### config.mk
export PLATFORM = sky130hd
export DESIGN_NAME = row_mean_sequencer
export DESIGN_NICKNAME = d
export VERILOG_FILES = /design/src/rtl/row_mean_sequencer.sv
export SDC_FILE = /design/constraint.sdc
export NUM_CORES = 1
export LEC_CHECK = 0
export ABC_CLOCK_PERIOD_IN_PS = 3100
export CAP_MARGIN = 20
export CORE_ASPECT_RATIO = 1.75
export CORE_MARGIN = 2
export CORE_UTILIZATION = 56
export CTS_BUF_LIST = sky130_fd_sc_hd__clkbuf_4
export DETAILED_ROUTE_END_ITERATION = 10
export PLACE_DENSITY = 0.81
export SKIP_LAST_GASP = 1
export SYNTH_ARGS = -nofsm -noshare
export SYNTH_HDL_FRONTEND = slang
export SYNTH_SLANG_ARGS = --single-unit
### constraint.sdc
create_clock -name clk -period 3.1 [get_ports clk]
set_input_delay 0.775 -clock clk [delete_from_list [all_inputs] [get_ports clk]]
set_output_delay 0.775 -clock clk [all_outputs]
set_load 0.1 [all_outputs]
### src/rtl/row_mean_sequencer.sv
// row_mean_sequencer: streams a SIZE_A x SIZE_B matrix row-major through one
// shared accumulator and emits one truncated mean per row on a valid/ready port.
module row_mean_sequencer #(
    parameter int SIZE_A = 8,
    parameter int SIZE_B = 8,
    parameter int N_BITS = 22,
    localparam int ROW_W = (SIZE_A > 1) ? $clog2(SIZE_A) : 1
) (
    input  logic              clk,
    input  logic              rst_n,
    input  logic              start,
    output logic              busy,
    output logic              done,
    input  logic              in_valid,
    output logic              in_ready,
    input  logic [N_BITS-1:0] in_data,
    output logic              out_valid,
    input  logic              out_ready,
    output logic [N_BITS-1:0] out_data,
    output logic [ROW_W-1:0]  out_row
);

    localparam int COL_W = (SIZE_B > 1) ? $clog2(SIZE_B) : 1;
    localparam int ACC_W = N_BITS + $clog2(SIZE_B);

    localparam logic [COL_W-1:0] COL_LAST = COL_W'(SIZE_B - 1);
    localparam logic [ROW_W-1:0] ROW_LAST = ROW_W'(SIZE_A - 1);
    localparam logic [ACC_W-1:0] DIVISOR  = ACC_W'(SIZE_B);

    typedef enum logic [2:0] {
        IDLE,
        ACCUM,
        DIV,
        EMIT,
        DONE
    } state_t;

    state_t             state_q, state_d;
    logic [ROW_W-1:0]   row_q, row_d;
    logic [COL_W-1:0]   col_q, col_d;
    logic [ACC_W-1:0]   acc_q, acc_d;
    logic [N_BITS-1:0]  out_data_q, out_data_d;
    logic [ROW_W-1:0]   out_row_q, out_row_d;

    // State, counters, accumulator and output registers; reset discards any partial pass.
    always_ff @(posedge clk or negedge rst_n) begin
        if (!rst_n) begin
            state_q    <= IDLE;
            row_q      <= '0;
            col_q      <= '0;
            acc_q      <= '0;
            out_data_q <= '0;
            out_row_q  <= '0;
        end else begin
            state_q    <= state_d;
            row_q      <= row_d;
            col_q      <= col_d;
            acc_q      <= acc_d;
            out_data_q <= out_data_d;
            out_row_q  <= out_row_d;
        end
    end

    // Next-state logic: accumulate a row, divide once, hold the mean until accepted.
    always_comb begin
        state_d    = state_q;
        row_d      = row_q;
        col_d      = col_q;
        acc_d      = acc_q;
        out_data_d = out_data_q;
        out_row_d  = out_row_q;
        unique case (state_q)
            IDLE: begin
                if (start) begin
                    state_d = ACCUM;
                end
            end
            ACCUM: begin
                if (in_valid) begin
                    acc_d = acc_q + ACC_W'(in_data);
                    if (col_q == COL_LAST) begin
                        col_d   = '0;
                        state_d = DIV;
                    end else begin
                        col_d = col_q + COL_W'(1);
                    end
                end
            end
            DIV: begin
                // Quotient of a row sum always fits in N_BITS, so the cast only drops zero bits.
                out_data_d = N_BITS'(acc_q / DIVISOR);
                out_row_d  = row_q;
                acc_d      = '0;
                state_d    = EMIT;
            end
            EMIT: begin
                if (out_ready) begin
                    if (row_q == ROW_LAST) begin
                        state_d = DONE;
                    end else begin
                        row_d   = row_q + ROW_W'(1);
                        state_d = ACCUM;
                    end
                end
            end
            DONE: begin
                row_d   = '0;
                state_d = IDLE;
            end
            default: begin
                state_d = IDLE;
            end
        endcase
    end

    // Outputs are registered or decoded from state only.
    always_comb begin
        busy      = (state_q != IDLE);
        done      = (state_q == DONE);
        in_ready  = (state_q == ACCUM);
        out_valid = (state_q == EMIT);
        out_data  = out_data_q;
        out_row   = out_row_q;
    end

endmodule

# After elaboration in Yosys (flattened, before gate mapping)
# Cells that the tools add are included.
[op_classes]
reduce_logical = 8
n_shift = 0
mux = 12
addsub = 3
magnitude_cmp = 0
n_eq_ne = 11
bitwise = 0
mul = 0
n_div = 0
[ops]
columns = ["cell", "n"]
rows = [
  ["$pmux W25 S2", 1],
  ["$add A25 B22 Y25", 1],
  ["$mux W25", 1],
  ["$mux W3", 8],
  ["$pmux W3 S4", 1],
  ["$eq A3 B3 Y1 const B", 3],
  ["$add A3 B1 Y3 const B", 2],
  ["$eq A3 B2 Y1 const B", 2],
  ["$ne A2 B2 Y1 const B", 3],
  ["$pmux W3 S2", 1],
  ["$ne A2 B1 Y1 const B", 2],
  ["$reduce_and A2 Y1", 2],
  ["$reduce_and A4 Y1", 1],
  ["$reduce_bool A2 Y1", 2],
  ["$eq A3 B1 Y1 const B", 1],
  ["$logic_not A3 Y1", 1],
  ["$reduce_and A3 Y1", 1],
  ["$reduce_bool A3 Y1", 1],
]
[totals]
romBits = 0
reg_bits = 59
input_bits = 27
latchBits = 0
out_inout_bits = 29
mem_bits_rw = 0
n_memories = 0
elab_cells = 40

# Depth between registers and ports, before layout
[logic_depth]
ltp_word = 4
mapped_depth = 8
ltp_nobuf = 8

# Worst setup path after synthesis
# OpenSTA, ideal clock, no wires.
[synth_path]
path_type = "register to register"
from = "reg state_q[1]"
to = "reg row_q[0]"
path_buffers = 1
slack_ns = -0.585
setup_ns = 0.125
stages_incl_launch_ff = 6
arrival_time_ns = 3.560
cell_sequence = "dfrtp_1 clkbuf_1 nor3_1 a21oi_1 a21oi_1 mux2_2"
[synth_via]
elab_chain_len = 3
word_cells_on_any_way = 7
cone_classes = "4 x eq/ne; 1 x mux; 2 x reduce/logical"
[synth_lines]
columns = ["element", "line_no", "text"]
rows = [
  ["from (decl)", "38", "state_t state_q, state_d;"],
  ["from (signal assigned)", "55", "state_q <= state_d;"],
  ["$eq A3 B3 Y1 (*)", "--", ""],
  ["via done", "13", "output logic done,"],
  ["$reduce_bool A2 Y1 (no line)", "--", ""],
  ["$reduce_and A3 Y1 (no line)", "--", ""],
  ["to (signal assigned)", "56", "row_q <= row_d;"],
  ["to (decl)", "39", "logic [ROW_W-1:0] row_q, row_d;"],
]
# Mark *: on every way through the listed nets, which the timed path passes. The rest lies on a longest branch.
# A chain may end at the register's enable or synchronous reset.

# Worst setup path after layout
[layout_path]
from = "in in_data[0]"
to = "reg acc_q[24]"
[layout_via]
elab_chain_len = 3
[layout_lines]
columns = ["element", "line_no", "text"]
rows = [
  ["from (decl)", "16", "input logic [N_BITS-1:0] in_data,"],
  ["$add A25 B22 Y25", "80", "acc_d = acc_q + ACC_W'(in_data);"],
  ["$mux W25", "79", "if (in_valid) begin"],
  ["$pmux W25 S2", "72", "unique case (state_q)"],
  ["to (signal assigned)", "51", "acc_q <= '0;"],
  ["to (signal assigned)", "58", "acc_q <= acc_d;"],
  ["to (decl)", "41", "logic [ACC_W-1:0] acc_q, acc_d;"],
]
# Every way passes these cells. The select of a mux whose other input is x is not followed.

==> flow_metrics.tcl <==
set metrics [dict create \
    setup_viol 0 \
    synth.avg_cell_area_um2 8.78 \
    start_util_pct 58.4 \
    drtPass1Iterations 4 \
    stdcell_count 564 \
    arrival_ns 3.24 \
    fin_skew_ns 0.0142 \
    io_pins 56 \
    synth_top_area_share_pct 40.6 \
    synth_edf_count 0 \
    relSlewSlack_pct 51.4 \
    port_buffers 55 \
    period_minus_slack_ns 2.87 \
    drive_above_1_share_pct 15.7 \
    wl_met1_mm 3.36 \
    yosys.area.top_type "dfrtp_1" \
    required_ns 3.47 \
    worst_pin_slew_ns 0.729 \
    dr.max_layer_used "met4" \
    cp_top_family "compound AO/OA/AOI/OAI gates" \
    overflow 0 \
    synth.distinct_cells 50 \
    drv_cap 0 \
    r2r_cells 8 \
    dpl.hpwl_mm 6.59 \
    yosys_warnings 0 \
    core_area_um2 6230 \
    grt_usage_pct 26.7 \
    grt_pass1_wl_mm 14.7 \
    clock-sinks 59 \
    syn-num-nets 468 \
    nets 533 \
    antenna_left 0 \
    path_cells "clkdlybuf4s50_1, ha_1, fa_1, a211o_1, a211oi_2, o21ai_1, o211a_1, o211ai_1, mux2i_1" \
    drc 0 \
    synthCells 414 \
    route.met3.wl_um 338 \
    path_clk_slew_ns 0.11 \
    area_delta_synth_final_pct 21.5 \
    cp_slowest_cell "clkdlybuf4s50_1" \
    die_x_um 64.9 \
    setup_ws_ns 0.227 \
    ctsHoldBuffers 0 \
    antenna_found_initial 0 \
    finalCritPeriodShare_pct 92.7 \
    crit_buf_inv 1 \
    max_clock_freq_mhz 348 \
    nFillCells 504 \
    drt_wl_total_mm 8.83 \
    pre_cts_slack_ns -0.252 \
    min_path_type "primary input to asynchronous set/reset pin" \
    cts_resized 0 \
    yosysSeqAreaShare_pct 40.6 \
    first_global_vias 3222 \
    syn_area_um2 3630 \
    dp.cells 548 \
    antennaDiodeCount 0 \
    cts.htree.levels 3 \
    yosys-top-cells-area "dfrtp_1, nand2_1, ha_1" \
    hold_violations 0 \
    root_buffer "clkbuf_4" \
    path_max_fanout 5 \
    ys.flop_type "dfrtp_1" \
    setup_tns_ns 0 \
    crit_path_max_incr_delay_ns 0.40 \
    clk_latency_ns 0.44 \
    die_area_um2 7180 \
    die_h_um 111 \
    post_cts_buffers 0 \
    cp.depth 9 \
    cts_tree "yes" \
    grt_max_degree 32 \
    drt-initial-drc-count 145 \
    crit_path_start_kind "primary input" \
    outcome "finished clean" \
    critical_path_class "primary input to flip-flop" \
    ys_ff_latch 59 \
    dr_wl_met2_mm 4.79 \
    wire_per_inst_um 15.7 \
    critPathCaptureType "flip-flop" \
    gp_congestion 0.940 \
    cts_buffer_depth 2 \
    numCtsBuffers 9 \
    viasPerCell 5.71 \
    whs_ns 0.376 \
    drv_slew 0 \
    rsz0062_at_grt "no" \
    vias 3223 \
    async_reset_ff_share_pct 100 \
    rows 38 \
]
-- worst paths after layout --
kind	endpoint	startpoint	slack, ns
min in group clk	out_data[13]	out_data[13]	0.48
worst min register to register	out_data[13]	out_data[13]	0.48
worst max register to register	acc_q[24]	acc_q[0]	0.59
worst max-delay path	acc_q[24]	in_data[0]	0.23
max in group asynchronous	out_data[16]	rst_n	2.10
worst min-delay path	row_q[1]	rst_n	0.38
-- per-layer routing --
metal	vias up	track usage [%]
li1	1594	-
met1	1514	28.1
met2	85	47.0
met3	30	5.80
met4	0	15.7
met5	-	0
-- synth_stat cells (3+ instances only) --
cell type and count:
a22o_1 8, nor3_1 7, nand3_1 9, or3_1 4
nand2_1 111, a31oi_1 3, dfrtp_1 59, o2111ai_1 4
o21ai_1 5, mux2i_1 3, buf_2 7, a211oi_1 4
a21oi_1 22, xnor2_1 8, a22oi_1 3, a21o_1 14
xor2_1 7, nand4_1 3, clkbuf_1 13, and3_1 6
inv_1 11, o21bai_1 3, nor2_1 18, o21ai_0 20
o211ai_1 3, ha_1 26
-- final cells by class --
type                    count  area, um^2  share of cell area [%]
repair buffers             77         651                    14.7
inverters                  11        41.3                   0.935
multi-input cells         321        2010                    45.6
flip-flops and latches     59        1480                    33.4
well taps                  80         100                    2.27
clock inverters             7        67.6                    1.53
clock buffers               9        67.6                    1.53
-- registers in the layout, indices dropped and copies added (netlist names) --
register and cells:
col_q 3, out_data 22, acc_q 25, row_q 3, state_q 3, out_row 3
-- stage by stage --
step	area, um^2	utilization, %
6_report	4420	70.9
5_1_grt	4420	70.9
4_1_cts	4420	70.9
3_5_place_dp	4280	68.7
3_3_place_gp	4280	68.7
2_1_floorplan	3640	-
-- placed cells by master, fill, tap and decap left out, drive strengths merged, types with 4 or more instances in the layout --
master and instances:
buf 52, a22o 8, inv 12, nor2 18, a21oi 23, nand2 111, clkdlybuf4s50 25, clkbuf 9
a211oi 6, ha 26, o21ai 25, a21o 14, dfrtp 59, nor3 7, and3 7, xor2 7
xnor2 8, or3 4, nand3 9, o2111ai 4
-- kinds of logic (layout without fill, tap and decap cells) --
family	Yosys count	in the layout	synth area share, %
multiplexers	4	4	1.14
AND/OR/NAND/NOR	167	167	19.7
adder cells (fa/ha/maj)	27	27	9.50
AO/OA/AOI/OAI	108	108	21.2
XOR/XNOR	15	15	3.61
buffers and inverters	34	104	4.17
flip-flops	59	59	40.6
Power is not shown: default switching activity piles up to over one toggle a cycle in this logic, so the estimate is an artifact.
